===== src/rtl/piano_pkg.sv =====
// Shared piano constants: key/voice defaults, octave width and the note-id encoding
// used by kb2piano_octave, the voice allocator and the display logic.
package piano_pkg;

  localparam int unsigned NUM_KEYS_DEF   = 12;
  localparam int unsigned NUM_VOICES_DEF = 4;
  localparam int unsigned OCT_W_DEF      = 3;
  localparam int unsigned NOTE_W_DEF     = $clog2(NUM_KEYS_DEF + 1);

  localparam logic [NOTE_W_DEF-1:0] NOTE_NONE = '0;

  typedef enum logic [NOTE_W_DEF-1:0] {
    NOTE_OFF = 4'd0,
    NOTE_C   = 4'd1,
    NOTE_CS  = 4'd2,
    NOTE_D   = 4'd3,
    NOTE_DS  = 4'd4,
    NOTE_E   = 4'd5,
    NOTE_F   = 4'd6,
    NOTE_FS  = 4'd7,
    NOTE_G   = 4'd8,
    NOTE_GS  = 4'd9,
    NOTE_A   = 4'd10,
    NOTE_AS  = 4'd11,
    NOTE_B   = 4'd12
  } note_e;

  // True when a note id names a real key (1..num_keys); 0 and overrange ids are not keys.
  function automatic logic is_piano_key(input int unsigned note, input int unsigned num_keys);
    return (note != 0) && (note <= num_keys);
  endfunction

endpackage


===== src/rtl/piano_voice_allocator_age_tracker.sv =====
// Voice age ranks: rank 0 is the newest allocation, rank NUM_VOICES-1 the oldest.
module voice_age_tracker #(
  parameter int unsigned NUM_VOICES = 4,
  parameter int unsigned IDX_W      = 2
) (
  input  logic             clk,
  input  logic             reset,
  input  logic             alloc,
  input  logic [IDX_W-1:0] target,
  output logic [IDX_W-1:0] oldest_c
);

  logic [IDX_W-1:0] rank_q [NUM_VOICES];
  logic [IDX_W-1:0] rank_n [NUM_VOICES];
  logic [IDX_W-1:0] target_rank;

  always_comb begin
    oldest_c    = '0;
    target_rank = '0;
    for (int v = 0; v < NUM_VOICES; v++) begin
      if (rank_q[v] == IDX_W'(NUM_VOICES - 1)) oldest_c = IDX_W'(v);
      if (IDX_W'(v) == target) target_rank = rank_q[v];
    end
  end

  // Younger-than-target voices age by one; the target becomes the newest.
  always_comb begin
    for (int v = 0; v < NUM_VOICES; v++) begin
      rank_n[v] = rank_q[v];
      if (alloc) begin
        if (IDX_W'(v) == target)          rank_n[v] = '0;
        else if (rank_q[v] < target_rank) rank_n[v] = rank_q[v] + IDX_W'(1);
      end
    end
  end

  always_ff @(posedge clk or posedge reset) begin
    if (reset) begin
      for (int v = 0; v < NUM_VOICES; v++) rank_q[v] <= IDX_W'(v);
    end else begin
      for (int v = 0; v < NUM_VOICES; v++) rank_q[v] <= rank_n[v];
    end
  end

endmodule


===== src/rtl/piano_voice_allocator.sv =====
// Polyphonic key tracker: holds the key bitmap and assigns new presses to voices,
// stealing the oldest voice when all are busy.
module piano_voice_allocator
  import piano_pkg::*;
#(
  parameter int unsigned NUM_KEYS   = NUM_KEYS_DEF,
  parameter int unsigned NUM_VOICES = NUM_VOICES_DEF,
  parameter int unsigned NOTE_W     = $clog2(NUM_KEYS + 1),
  parameter int unsigned OCT_W      = OCT_W_DEF
) (
  input  logic                         clk,
  input  logic                         reset,
  input  logic                         key_valid,
  input  logic                         key_release,
  input  logic [NOTE_W-1:0]            key_note,
  input  logic [OCT_W-1:0]             octave,
  input  logic                         all_off,
  output logic [NUM_KEYS-1:0]          key_status,
  output logic [NUM_VOICES-1:0]        voice_active,
  output logic [NUM_VOICES*NOTE_W-1:0] voice_note,
  output logic [NUM_VOICES*OCT_W-1:0]  voice_octave,
  output logic [NUM_VOICES-1:0]        voice_start,
  output logic                         voice_steal,
  output logic [7:0]                   steal_count,
  output logic [NOTE_W-1:0]            last_note,
  output logic                         display_update
);

  localparam int unsigned VIDX_W = (NUM_VOICES > 1) ? $clog2(NUM_VOICES) : 1;

  logic                         note_ok;
  logic                         note_held;
  logic                         free_found;
  logic [VIDX_W-1:0]            free_idx;
  logic [VIDX_W-1:0]            oldest_idx;
  logic [VIDX_W-1:0]            target_idx;
  logic                         make_new;
  logic                         brk;

  logic [NUM_KEYS-1:0]          key_status_n;
  logic [NUM_VOICES-1:0]        voice_active_n;
  logic [NUM_VOICES*NOTE_W-1:0] voice_note_n;
  logic [NUM_VOICES*OCT_W-1:0]  voice_octave_n;
  logic [NUM_VOICES-1:0]        voice_start_n;
  logic                         voice_steal_n;
  logic [7:0]                   steal_count_n;
  logic [NOTE_W-1:0]            last_note_n;
  logic                         display_update_n;

  voice_age_tracker #(
    .NUM_VOICES (NUM_VOICES),
    .IDX_W      (VIDX_W)
  ) u_age (
    .clk      (clk),
    .reset    (reset),
    .alloc    (make_new),
    .target   (target_idx),
    .oldest_c (oldest_idx)
  );

  // Event decode: held lookup, lowest free voice, and the qualified make/break strobes.
  always_comb begin
    note_ok   = is_piano_key(32'(key_note), NUM_KEYS);
    note_held = 1'b0;
    for (int i = 0; i < NUM_KEYS; i++) begin
      if (key_note == NOTE_W'(i + 1)) note_held = key_status[i];
    end
    free_found = 1'b0;
    free_idx   = '0;
    for (int v = NUM_VOICES - 1; v >= 0; v--) begin
      if (!voice_active[v]) begin
        free_found = 1'b1;
        free_idx   = VIDX_W'(v);
      end
    end
    target_idx = free_found ? free_idx : oldest_idx;
    make_new   = key_valid && !all_off && note_ok && !key_release && !note_held;
    brk        = key_valid && !all_off && note_ok &&  key_release &&  note_held;
  end

  always_comb begin
    key_status_n     = key_status;
    voice_active_n   = voice_active;
    voice_note_n     = voice_note;
    voice_octave_n   = voice_octave;
    voice_start_n    = '0;
    voice_steal_n    = 1'b0;
    steal_count_n    = steal_count;
    last_note_n      = last_note;
    display_update_n = 1'b0;

    if (all_off) begin
      key_status_n     = '0;
      voice_active_n   = '0;
      last_note_n      = NOTE_W'(NOTE_NONE);
      display_update_n = (last_note != NOTE_W'(NOTE_NONE));
    end else if (make_new) begin
      for (int i = 0; i < NUM_KEYS; i++) begin
        if (key_note == NOTE_W'(i + 1)) key_status_n[i] = 1'b1;
      end
      for (int v = 0; v < NUM_VOICES; v++) begin
        if (VIDX_W'(v) == target_idx) begin
          voice_active_n[v]                 = 1'b1;
          voice_note_n[v*NOTE_W +: NOTE_W]  = key_note;
          voice_octave_n[v*OCT_W +: OCT_W]  = octave;
          voice_start_n[v]                  = 1'b1;
        end
      end
      if (!free_found) begin
        voice_steal_n = 1'b1;
        if (steal_count != 8'hFF) steal_count_n = steal_count + 8'd1;
      end
      last_note_n      = key_note;
      display_update_n = (last_note != key_note);
    end else if (brk) begin
      for (int i = 0; i < NUM_KEYS; i++) begin
        if (key_note == NOTE_W'(i + 1)) key_status_n[i] = 1'b0;
      end
      // A stolen note owns no voice, so this may match nothing.
      for (int v = 0; v < NUM_VOICES; v++) begin
        if (voice_active[v] && (voice_note[v*NOTE_W +: NOTE_W] == key_note))
          voice_active_n[v] = 1'b0;
      end
      if (last_note == key_note) begin
        last_note_n      = NOTE_W'(NOTE_NONE);
        display_update_n = 1'b1;
      end
    end
  end

  always_ff @(posedge clk or posedge reset) begin
    if (reset) begin
      key_status     <= '0;
      voice_active   <= '0;
      voice_note     <= '0;
      voice_octave   <= '0;
      voice_start    <= '0;
      voice_steal    <= 1'b0;
      steal_count    <= '0;
      last_note      <= '0;
      display_update <= 1'b0;
    end else begin
      key_status     <= key_status_n;
      voice_active   <= voice_active_n;
      voice_note     <= voice_note_n;
      voice_octave   <= voice_octave_n;
      voice_start    <= voice_start_n;
      voice_steal    <= voice_steal_n;
      steal_count    <= steal_count_n;
      last_note      <= last_note_n;
      display_update <= display_update_n;
    end
  end

endmodule


===== config.mk =====
export PLATFORM = sky130hd
export DESIGN_NAME = piano_voice_allocator
export DESIGN_NICKNAME = d
export VERILOG_FILES = /design/src/rtl/piano_pkg.sv /design/src/rtl/piano_voice_allocator_age_tracker.sv /design/src/rtl/piano_voice_allocator.sv
export SDC_FILE = /design/constraint.sdc
export NUM_CORES = 1
export LEC_CHECK = 0
export CAP_MARGIN = 20
export CORE_UTILIZATION = 47
export CTS_CLUSTER_SIZE = 25
export DETAILED_ROUTE_END_ITERATION = 6
export GPL_TIMING_DRIVEN = 0
export PLACE_DENSITY = 0.76
export SYNTH_ARGS = -nofsm -noshare
export SYNTH_HDL_FRONTEND = slang
export SYNTH_SLANG_ARGS = --single-unit

===== constraint.sdc =====
create_clock -name clk -period 3 [get_ports clk]
set_clock_uncertainty 0.1 [all_clocks]
set_input_delay 0.6 -clock clk [delete_from_list [all_inputs] [get_ports clk]]
set_output_delay 0.6 -clock clk [all_outputs]
set_load 0.02 [all_outputs]

Word level (Yosys, flattened, before mapping)
Index checks and enable logic that the tools add are counted.
Storage, ports and cells
  flip-flop bits (word level): 70
  bits in latches: 0
  memory bits (writable): 0
  ROM bits: 0
  input bits: 12
  output and inout bits: 62
  word-level logic and storage cells: 230
  memories kept: 0
Operators by class
  add/subtract/negate cells: 5
  $mul: 0
  divide/modulo/power cells: 0
  magnitude comparators: 5
  equality and inequality tests: 29
  shift-type cells: 0
  mux-type cells: 91
  bitwise gates (word level): 2
  reductions and logical operators: 65
Operators with widths (count)
  $mux 1: 60
  $mux 2: 19
  $mux 12: 3
  $mux 4: 9
  $reduce_and 2->1: 17
  $reduce_bool 2->1: 16
  $reduce_and 3->1: 8
  $eq 4x4->1: 5
  $eq 4x4->1 const B: 5
  $reduce_bool 3->1: 6
  $eq 4x3->1 const B: 4
  $ne 3x2->1 const B: 4
  $logic_and 1x1->1: 11
  $add 2x1->2 const B: 4
  $add 8x1->8 const B: 1
  $eq 4x2->1 const B: 2
  $lt 2x2->1: 4
  $ne 8x8->1 const B: 1
  $reduce_bool 4->1: 2
  $eq 2x2->1 const B: 3
  $eq 2x2->1 const A: 2
  $eq 4x1->1 const B: 1
  $le 4x4->1 const B: 1
  $ne 4x4->1: 1
  5 further kinds: 8

Longest topological paths before layout
  depth after elaboration: 17
  gate-level depth with buffers: 13
  mapped depth without buffers: 13

Hierarchy
A second synthesis with hierarchy kept.
Unflattened totals
  cells, all modules: 358
  area, all modules: 3829.9 µm²
By module, submodules not included
  piano_voice_allocator: instances 1, cells an instance 271, area each 3080.5 µm², sequential area each 1551.5 µm²
  voice_age_tracker: instances 1, cells an instance 87, area each 749.5 µm², sequential area each 205.2 µm²

Worst setup path before layout
Ideal clock, no wire load.
  kind: register to register
  start: register u_age.rank_q[0] in the netlist's numbering
  end: register u_age.rank_q[5] in the netlist's numbering
  setup time: 121 ps
  data arrival time: 2839 ps
  required time: 2779 ps
  setup slack: -60 ps
  cell stages (with the launch flop): 12
  buffers on the path: 0
  period minus slack after synthesis: 3060 ps
  cells stage by stage: dfstp_2 > ha_1 > and4bb_1 > nor2_1 > mux2_2 > o21ai_0 > ha_1 > or2_2 > a2111oi_0 > nor2_1 > a21o_1 > a22o_1
On the way
  word-level cells in the longest chain between the ends: 11
  elaborated cells on any way between the ends: 15
  classes of those cells: order compare: 1; eq/ne: 4; mux: 7; reduce/logical: 3
Ends and longest elaborated chain
  from (decl): RTL line piano_voice_allocator_age_tracker.sv:13  | logic [IDX_W-1:0] rank_q [NUM_VOICES];
  $eq 2x2->1: RTL line piano_voice_allocator_age_tracker.sv:21  | if (rank_q[v] == IDX_W'(NUM_VOICES - 1)) oldest_c = IDX_W'(v);
  $mux 2: RTL line piano_voice_allocator_age_tracker.sv:21
  $mux 2: RTL line piano_voice_allocator.sv:76  | target_idx = free_found ? free_idx : oldest_idx;
  $logic_not 2->1: RTL line piano_voice_allocator_age_tracker.sv:22  | if (IDX_W'(v) == target) target_rank = rank_q[v];
  $mux 2 (4 in series): RTL line piano_voice_allocator_age_tracker.sv:22
  $lt 2x2->1: RTL line piano_voice_allocator_age_tracker.sv:32  | else if (rank_q[v] < target_rank) rank_n[v] = rank_q[v] + IDX_W'(1);
  $reduce_bool 2->1 (no source line)
  $reduce_and 2->1 (no source line)
Several ways; a longest one is shown, not always the timed one.
A chain may end at the register's enable or synchronous reset.

Final worst setup path
  start: register u_age.rank_q[3] in the netlist's numbering
  end: register u_age.rank_q[0] in the netlist's numbering
On the way
  word-level cells in the longest chain between the ends: 12
  elaborated cells on any way between the ends: 16
  classes of those cells: order compare: 1; eq/ne: 4; mux: 8; reduce/logical: 3
Ends and longest elaborated chain (RTL line)
  $eq 2x2->1: piano_voice_allocator_age_tracker.sv:21
  $mux 2 (2 in series): piano_voice_allocator_age_tracker.sv:21
  $mux 2: piano_voice_allocator.sv:76
  $logic_not 2->1: piano_voice_allocator_age_tracker.sv:22
  $mux 2 (4 in series): piano_voice_allocator_age_tracker.sv:22
  $lt 2x2->1: piano_voice_allocator_age_tracker.sv:32
  $reduce_bool 2->1 (no source line)
  $reduce_and 2->1 (no source line)
Several ways; a longest one is shown, not always the timed one.

==> implementation parameters <==
Parameter                              Value

Run status
  Outcome ... completed

Worst setup path
  Reg2Reg Capture Point ... u_age.rank_q[0]
  Cell-by-cell listing of the critical path ... ha_4, and4bb_2, nor2_4, mux2_2, o21ai_4, ha_1, a21oi_1, o21a_1, nor3b_2, mux2_2
  Setup slack, reg-to-reg ... 0.11 ns
  Element type at the critical path end ... flip-flop
  Worst Reg-to-Reg Cells ... 10
  Maximum cell stage delay along the critical path ... 0.57 ns
  Kind of start point of the critical path ... flip-flop
  Worst-path cell with the longest stage delay ... sky130_fd_sc_hd__dfstp_2
  Type of the setup path with the least slack ... reg2reg
  Startpoint of the worst register-to-register path ... u_age.rank_q[3]
  Most prevalent standard cell on the critical path ... sky130_fd_sc_hd__mux2_2
  Largest fanout on the critical path ... 5
  Required time of the critical path ... 3.19 ns
  Data arrival time at the worst-slack endpoint ... 3.08 ns

Die
  Area of the core ... 7810 sq um
  Die width ... 92.2 microns
  # rows ... 32
  Initial core utilization ... 49.0%
  Area of the die ... 8500 sq um
  I/O pin cnt ... 74
  Die H ... 92.2 microns

Clock tree
  Clock root buffer master ... sky130_fd_sc_hd__clkbuf_8
  # H-tree levels ... 3
  Later-pin clock latency in the skew report ... 0.34 ns
  CTS clk-pin slew, worst paths ... 0.08 ns
  CTS tree ... done
  Cts bufs inserted ... 9
  Worst-case clock buffer depth ... 2
  Number of clock sinks ... 70

Min path
  Endpoint of the worst hold-timing path ... steal_count[4]
  Start point of the worst min-delay path ... steal_count[4]
  Path class of the lowest-slack min-delay path ... reg2reg
  Hold Path Cell Cnt ... 1

Global routing
  Initial antenna violation count ... 0
  Via count of the first global-routing pass ... 3194
  First-pass GRT wire length ... 16300 microns
  Pin count of the biggest net entering global routing ... 71
  Global-route usage over all layers ... 25.0%
  Overflow left after global routing ... 0

Logic synthesis
  Synthesized area divided by synthesized cell count ... 11.0 sq um
  Distinct cell type count after synthesis ... 66
  Syn_nets ... 367
  Leading area contributor after synthesis ... sky130_fd_sc_hd__dfrtp_1
  Biggest area contributors in the synthesized netlist ... sky130_fd_sc_hd__dfrtp_1 (43%), sky130_fd_sc_hd__mux2_2 (9.1%), sky130_fd_sc_hd__xor2_1 (4.8%)
  Proportion of synthesized area in mux cells ... 10.2%
  Fraction of the mapped netlist area in compound gates ... 14.2%
  Synthesized-area fraction occupied by and/or/nand/nor cells ... 15.9%
  Adder and majority cell fraction of the synthesized area ... 2.62%
  Dominant combinational cell family by area after synthesis ... simple AND/OR/NAND/NOR gates
  Most instantiated flip-flop cell in the synthesis netlist ... sky130_fd_sc_hd__dfrtp_1
  Number of synthesized flops with an enable pin ... 0
  Flip-flop and latch count after synthesis ... 70
  Yosys warning total ... 0
  Sequential fraction of the synthesis area ... 46.0%
  Async set-or-reset flop fraction in the synthesized netlist ... 100%
  Share of Yosys cell area claimed by the top area cell type ... 43.2%
  Synthesized instance count ... 347
  Xor-xnor portion of the synthesized cell area ... 6.19%
  Cell area after technology mapping ... 3820 sq um

Power and ir drop
  Clock network fraction of total power ... 32.6%
  Power per cell area ... 554 nW/um^2
  LEAKAGE ... 2.20 nW
  Switching Share ... 29.6%
  Gate power share ... 26.5%
  Internal power ... 1.98 mW
  Sequential share of power ... 40.9%
  Max VDD drop ... 443 uV
  Switching power ... 0.832 mW

Drt
  Total wire length ... 9970 microns
  Detail-routed via count per cell ... 5.76
  Remaining antenna violation count ... 0
  Router iterations before antenna repair ... 6
  Routed length per placed instance ... 18.3 microns
  DRC marker count from the first detailed-route iteration ... 277
  Total vias in the final route ... 3134
  DR DRC count ... 0

STA
  Number of max-slew violations in the final report ... 0
  Aggregate negative setup slack ... 0 ns
  Post-layout worst setup margin ... 0.115 ns
  Actual transition at the worst max-transition pin ... 0.846 ns
  Hold violation count in the final report ... 0
  Setup violation total in the final timing report ... 0
  Max Freq ... 347 MHz
  Min Tclk post-route ... 2.89 ns
  Post-route fraction of the period consumed by the critical path ... 96.2%
  Hold slack final ... 0.408 ns
  Remaining max-slew budget at the tightest pin ... 43.6%

Finish
  Leading cell types in the layout, fill and taps excluded ... sky130_fd_sc_hd__clkdlybuf4s50_1 (73), sky130_fd_sc_hd__dfrtp_1 (66), sky130_fd_sc_hd__mux2_2 (31)
  Number of fillers in the final layout ... 627
  NumNets Final ... 457
  Layout cell share with drive strength beyond 1 ... 23.1%
  Area growth from synthesis to final layout ... 32.8%
  Number of diodes added for antenna fixing ... 0
  Most common library cell in the layout ignoring fill and taps ... sky130_fd_sc_hd__clkdlybuf4s50_1
  Util after Layout ... 65.0%

Placed design
  Buffers added on ports ... 73
  Worst slack after detailed placement ... -0.335 ns
  Estimated wirelength of the detail-placed design ... 6810 microns
  Final Wtd Congestion ... 0.880

Run
  Maxcap violations ... 0
## metal layers
metal  GRT usage (%)  up-vias  share of wire (%)
met5               0        -                  0
li1                -     1464                  -
met1            33.0     1528                 44
met3            7.30       16                7.8
met2            39.1      126                 47
met4            8.85        0                1.3
## cell type report
class | instances | area, sq um | share of cell area [%]
multi-input combinational | 244 | 1990 | 39.2
sequential | 70 | 1760 | 34.6
timing repair buffer | 79 | 776 | 15.3
buffer | 19 | 134 | 2.64
clock buffer | 10 | 128 | 2.51
tap | 102 | 128 | 2.51
clock inverter | 6 | 111 | 2.19
inverter | 14 | 55.1 | 1.08
## critical path, delay by kind of cell (launching register included)
| family | cells | cell delay (ns) |
|---|---|---|
| muxes | 2 | 0.56 |
| AOI/OAI and AO/OA | 3 | 0.49 |
| DFF | 1 | 0.57 |
| adders and majority gates | 2 | 0.44 |
| and+or+nand+nor | 3 | 0.67 |
## cells in the mapped netlist (all sizes together), types with 7 or more instances
| cell | n |
|---|---|
| buf | 14 |
| dfrtp | 66 |
| ha | 8 |
| inv | 14 |
| mux2 | 32 |
| nand2 | 27 |
| nand2b | 7 |
| nand3 | 12 |
| nor2 | 10 |
| nor4 | 11 |
| o21ai | 20 |
| xor2 | 21 |
## flip-flops by register name (all words and copies together), names as in the netlist, 4 cells and up
signal / cells
voice_octave: 12
voice_active: 4
voice_note: 16
u_age.rank_q: 8
steal_count: 8
voice_start: 4
key_status: 12
last_note: 4
## per-stage QoR
step / instance area, sq um / cells / total power [mW]
finish: 5070 / 544 / 2.81
global route: 5070 / 544 / 2.94
CTS: 5000 / 541 / 2.78
detailed placement: 4690 / 522 / 1.80
global placement: 4680 / 522 / 1.78
floorplan: 3820 / 347 / 1.56
## what timing repair did
| item | CTS | global route |
|---|---|---|
| setup endpoints to repair | 8 | 23 |
| hold buffers | 0 | 0 |
| pin swaps | 3 | 4 |
| gates resized for setup | 15 | 11 |
| buffers inserted | 3 | 3 |
## power by group through the flow
| stage | clock [mW] | sequential, mW | combinational, mW |
|---|---|---|---|
| finish | 0.918 | 1.15 | 0.744 |
| floorplan | 0 | 1.23 | 0.330 |
| global placement | 0 | 1.17 | 0.613 |
| global route | 0.969 | 1.16 | 0.804 |
| detailed placement | 0 | 1.18 | 0.625 |
| CTS | 0.935 | 1.16 | 0.687 |
## cells by family (layout without fill, tap and decap cells)
kind of cell / Yosys count / after routing
AOI/OAI and AO/OA: 71 / 71
xor gates and xnor gates: 27 / 27
adders and majority gates: 8 / 8
buffers and inverters: 33 / 128
DFF: 70 / 70
muxes: 35 / 35
and+or+nand+nor: 103 / 103
## worst max path at each step
stage | depth (start not counted) | startpoint | slack (ns) | end
floorplan | 11 | u_age.rank_q[0] | 0.001 | u_age.rank_q[5]
global placement | 2 | reset | -0.66 | key_status[0]
detailed placement | 12 | u_age.rank_q[0] | -0.33 | u_age.rank_q[4]
CTS | 12 | u_age.rank_q[4] | 0.00001 | u_age.rank_q[5]
global route | 11 | u_age.rank_q[3] | -0.006 | u_age.rank_q[4]
finish | 10 | u_age.rank_q[3] | 0.11 | u_age.rank_q[0]
(Power assumes the default switching activity.)
